## src/rtl/serial_add_sequencer.sv

```systemverilog
// Sequencer and datapath for a 16-bit bit-serial adder: it loads the operands, runs 16 shift
// cycles and registers the sum and carry. Define SERIAL_ADD_SUB_EN to enable subtract via `sub`.
module serial_add_sequencer (
  input  logic        clk,
  input  logic        reset,
  input  logic        start,
  input  logic [15:0] a,
  input  logic [15:0] b,
  input  logic        sub,
  output logic        busy,
  output logic        done,
  output logic [15:0] sum,
  output logic        cout
);

  typedef enum logic [1:0] {StIdle, StShift, StDone} state_e;

  state_e      state_q;
  logic [3:0]  count_q;
  logic [15:0] op_a_q;
  logic [15:0] op_b_q;
  logic [15:0] sum_sr_q;
  logic        carry_q;

  logic        fa_sum;
  logic        fa_carry;
  logic [15:0] load_b;
  logic        load_cin;

  assign fa_sum   = op_a_q[0] ^ op_b_q[0] ^ carry_q;
  assign fa_carry = (op_a_q[0] & op_b_q[0]) | (op_a_q[0] & carry_q) | (op_b_q[0] & carry_q);

`ifdef SERIAL_ADD_SUB_EN
  // Two's-complement subtract: a + ~b + 1.
  assign load_b   = sub ? ~b : b;
  assign load_cin = sub;
`else
  logic unused_sub;
  assign unused_sub = sub;
  assign load_b     = b;
  assign load_cin   = 1'b0;
`endif

  always_ff @(posedge clk) begin
    if (reset) begin
      state_q  <= StIdle;
      count_q  <= 4'd0;
      op_a_q   <= 16'h0000;
      op_b_q   <= 16'h0000;
      sum_sr_q <= 16'h0000;
      carry_q  <= 1'b0;
      sum      <= 16'h0000;
      cout     <= 1'b0;
      busy     <= 1'b0;
      done     <= 1'b0;
    end else begin
      done <= 1'b0;
      case (state_q)
        StIdle, StDone: begin
          if (start) begin
            op_a_q  <= a;
            op_b_q  <= load_b;
            carry_q <= load_cin;
            count_q <= 4'd0;
            busy    <= 1'b1;
            state_q <= StShift;
          end else begin
            state_q <= StIdle;
          end
        end
        StShift: begin
          sum_sr_q <= {fa_sum, sum_sr_q[15:1]};
          carry_q  <= fa_carry;
          op_a_q   <= {1'b0, op_a_q[15:1]};
          op_b_q   <= {1'b0, op_b_q[15:1]};
          count_q  <= count_q + 4'd1;
          // Sixteenth shift: the assembled word is published directly, bypassing sum_sr_q.
          if (count_q == 4'd15) begin
            sum     <= {fa_sum, sum_sr_q[15:1]};
            cout    <= fa_carry;
            busy    <= 1'b0;
            done    <= 1'b1;
            state_q <= StDone;
          end
        end
        default: state_q <= StIdle;
      endcase
    end
  end

endmodule

```

## config.mk

```make
export PLATFORM = sky130hd
export DESIGN_NAME = serial_add_sequencer
export DESIGN_NICKNAME = d
export VERILOG_FILES = /design/src/rtl/serial_add_sequencer.sv
export SDC_FILE = /design/constraint.sdc
export NUM_CORES = 1
export LEC_CHECK = 0
export CAP_MARGIN = 20
export CELL_PAD_IN_SITES_DETAIL_PLACEMENT = 0
export CELL_PAD_IN_SITES_GLOBAL_PLACEMENT = 1
export CORE_ASPECT_RATIO = 0.9
export CORE_MARGIN = 2
export CORE_UTILIZATION = 40
export CTS_BUF_LIST = sky130_fd_sc_hd__clkbuf_8
export CTS_CLUSTER_DIAMETER = 120
export CTS_CLUSTER_SIZE = 14
export DETAILED_ROUTE_END_ITERATION = 6
export PLACE_DENSITY = 0.85
export SLEW_MARGIN = 20
export SYNTH_ARGS = -nofsm -noshare
export SYNTH_HDL_FRONTEND = slang
export SYNTH_SLANG_ARGS = --single-unit
```

## constraint.sdc

```tcl
create_clock -name clk -period 1.57 [get_ports clk]
set_input_delay 0.314 -clock clk [delete_from_list [all_inputs] [get_ports clk]]
set_output_delay 0.314 -clock clk [all_outputs]
set_load 0.005 [all_outputs]
```

==> results.sh, run 1 <==
export IMPL_final_area_sq_um=3620
export IMPL_grtUsageMet1_pct=19.0
export IMPL_numCtsBuffers=9
export IMPL_netlist_area_sq_um=2730
export IMPL_crit_type="reg -> out"
export IMPL_cpLargestDelayFamily="buffers and inverters"
export IMPL_num_antenna_cells=0
export IMPL_die_w_um=91.0
export IMPL_fin_hold_ws_ns=0.382
export IMPL_crit_arrival_ns=1.20
export IMPL_drc=0
export IMPL_slowest_stage="clkdlybuf4s50_1"
export IMPL_nFillCells=598
export IMPL_status="finished clean"
export IMPL_required_ns=1.26
export IMPL_cts_hold_buffers=0
export IMPL_grt_use_total_pct=16.5
export IMPL_busiest_layer="met2"
export IMPL_ant_nets=0
export IMPL_cts_root_buf="clkbuf_8"
export IMPL_grt_max_degree=37
export IMPL_finalCritPeriodShare_pct=96.6
export IMPL_crit_fanout=2
export IMPL_hold_viol_final=0
export IMPL_total_power_mw=4.11
export IMPL_cts_sinks=73
export IMPL_min_path_type="in -> reg"
export IMPL_post_cts_buffers=0
export IMPL_fin_nets=378
export IMPL_coreArea_sq_um=6590
export IMPL_ys_types=26
export IMPL_synth_top_area_cell="dfxtp_1"
export IMPL_drt_iter0_drc=142
export IMPL_syn_avg_cell_area_sq_um=9.36
export IMPL_wl_mm=5.87
export IMPL_cts_buffer_depth=2
export IMPL_worst_pin_slew_ns=0.390
export IMPL_fp_dieH_um=82.3
export IMPL_synth_most_common_cell="dfxtp_1"
export IMPL_grt_pass1_vias=2066
export IMPL_worst_path_buf_inv=1
export IMPL_htreeDepth=3
export IMPL_grtUsageMet2_pct=28.5
export IMPL_synth_cells=291
export IMPL_vdd_ir_drop_max_mv=0.851
export IMPL_placed_cell_area_sq_um=3370
export IMPL_die_area_sq_um=7490
export IMPL_clock_insertion_delay_worst_skew_ns=0.35
export IMPL_initial_utilization_pct=41.4
export IMPL_dpl_hpwl_mm=3.70
export IMPL_synth_common_cells="dfxtp_1 (73), a21oi_1 (53), nand3_1 (37)"
export IMPL_p_leak_nw=1.29
export IMPL_slew_headroom_pct=74.0
export IMPL_slew_viol_final=0
export IMPL_grt_setup_unrepaired="no"
export IMPL_async_flop_share_pct=0
export IMPL_ys_seq_elements=73
export IMPL_setup_viol=0
export IMPL_num_io_pins=55
export IMPL_cts_resized=0
export IMPL_vias=2321
export IMPL_fmax_ghz=0.659
export IMPL_setup_tns_ns=0
export IMPL_seq_area_frac_synth_pct=53.6
export IMPL_synth_top_area_share_pct=53.6
export IMPL_vias_per_cell=5.34
export IMPL_clkTransAtPathRegs_ns=0.08
export IMPL_ys_warn_count=0
export IMPL_synthFlopType="dfxtp_1"
export IMPL_synth_nets=329
export IMPL_cts_tree="yes"
export IMPL_grt_overflow=0
export IMPL_drive_gt1_share_pct=11.3
export IMPL_grtUsageMet3_pct=6.72
export IMPL_area_growth_pct=32.9
export IMPL_path_cells="clkdlybuf4s50_1"
export IMPL_max_stage_delay_ns=0.51
export IMPL_first_pass_iters=4
export IMPL_critPathLaunchType="flop"
export IMPL_p_per_area_nw_per_um2=1130
export IMPL_synthTopCellsByArea="dfxtp_1 (54%), a21oi_1 (9.7%), a22oi_1 (8.3%)"
export IMPL_maxCapViolCount=0
export IMPL_synth_enable_flop_cells=0
export IMPL_globalplace_congestion=0.725
export IMPL_finalCoreUtilization_pct=55.0
export IMPL_antenna_found_initial=0
export IMPL_skew_ns=0.00792
export IMPL_rows=28
export IMPL_wl_per_cell_um=13.5
export IMPL_numPortBuffers=53
export IMPL_period_needed_ns=1.52
export IMPL_grt_pass1_wl_mm=9.65
export IMPL_critPathCaptureType="output pin"
## where the power goes
group / internal, mW / switching [mW]
Clock: 1.05 / 0.693
Combinational: 0.192 / 0.211
Sequential: 1.92 / 0.0384
## registers in the layout, indices dropped and copies added, names as in the netlist, 2 cells and up
| signal | cells |
|---|---|
| op_a_q | 16 |
| sum_sr_q | 15 |
| sum | 16 |
| op_b_q | 16 |
| state_q | 2 |
| count_q | 4 |
## layer usage
| metal | wire [um] | share of wire, % | vias up |
|---|---|---|---|
| li1 | - | - | 1154 |
| met1 | 2520 | 43 | 1088 |
| met2 | 2870 | 49 | 72 |
| met3 | 411 | 7.0 | 7 |
| met4 | 68 | 1.2 | 0 |
| met5 | 0 | 0 | - |
## final cells by class
type / instances / area [sq um] / share of cell area [%]
clock inverters: 7 / 119 / 3.28
flip-flops and latches: 73 / 1470 / 40.5
clock buffers: 9 / 124 / 3.42
multi-input cells: 190 / 1120 / 31.0
repair buffers: 66 / 676 / 18.7
well taps: 90 / 113 / 3.11
## layout by cell type, fill, tap and decap left out
| cell | count |
|---|---|
| nand2b_1 | 2 |
| and3_1 | 1 |
| buf_2 | 1 |
| buf_4 | 9 |
| a22o_1 | 16 |
| nor3_4 | 1 |
| a22oi_1 | 30 |
| nor2_1 | 2 |
| dfxtp_1 | 69 |
| clkinv_4 | 1 |
| a21oi_4 | 1 |
| nor2b_2 | 1 |
| nand2b_2 | 1 |
| a21oi_1 | 53 |
| clkbuf_8 | 9 |
| nor3b_1 | 1 |
| o2bb2ai_1 | 1 |
| nand4_1 | 1 |
| a211oi_1 | 1 |
| dlymetal6s2s_1 | 1 |
| clkdlybuf4s50_1 | 51 |
| nand3_1 | 37 |
| and2b_2 | 1 |
| bufinv_16 | 3 |
| mux2_1 | 2 |
| nand2_1 | 34 |
| ha_1 | 1 |
| clkinv_2 | 1 |
| o21ai_0 | 1 |
| dfxtp_2 | 4 |
| buf_12 | 4 |
| nor3_1 | 1 |
| clkinvlp_4 | 2 |
| fa_1 | 1 |
## stage by stage
step	std cells	setup WS (ns)
6_report	435	0.0529
5_1_grt	435	0.000629
4_1_cts	435	0.0257
3_5_place_dp	419	-0.0227
3_3_place_gp	419	0.00464
2_1_floorplan	291	0.255
## logic make-up (layout without fill, tap and decap cells)
logic type / after synthesis / count (layout) / share of synthesized area [%]
AND/OR/NAND/NOR: 83 / 83 / 14.5
flip-flops: 73 / 73 / 53.6
buffers and inverters: 28 / 82 / 5.37
adder cells (fa/ha/maj): 2 / 2 / 1.19
multiplexers: 2 / 2 / 0.826
AO/OA/AOI/OAI: 103 / 103 / 24.5
## final timing paths
check,start,to,slack [ns],cells after the start
worst max-delay path,cout$_SDFFE_PP0P_,cout,0.05,1
worst min-delay path,reset,sum_sr_q[4]$_SDFFE_PP0P_,0.38,2
worst max register to register,count_q[0]$_SDFFE_PP0P_,sum[6]$_SDFFE_PP0P_,0.17,5
worst min register to register,sum_sr_q[1]$_SDFFE_PP0P_,sum_sr_q[1]$_SDFFE_PP0P_,0.47,2
No activity file was read; power rests on OpenSTA's default activity.
==> run 2, diff against run 1 <==
--- a/config.mk
+++ b/config.mk
@@ -20,3 +20,4 @@
 export SYNTH_ARGS = -nofsm -noshare
 export SYNTH_HDL_FRONTEND = slang
 export SYNTH_SLANG_ARGS = --single-unit
+export TNS_END_PERCENT = 1
==> results of run 2 <==
Final layout, timing and power as in run 1 (identical DEF).
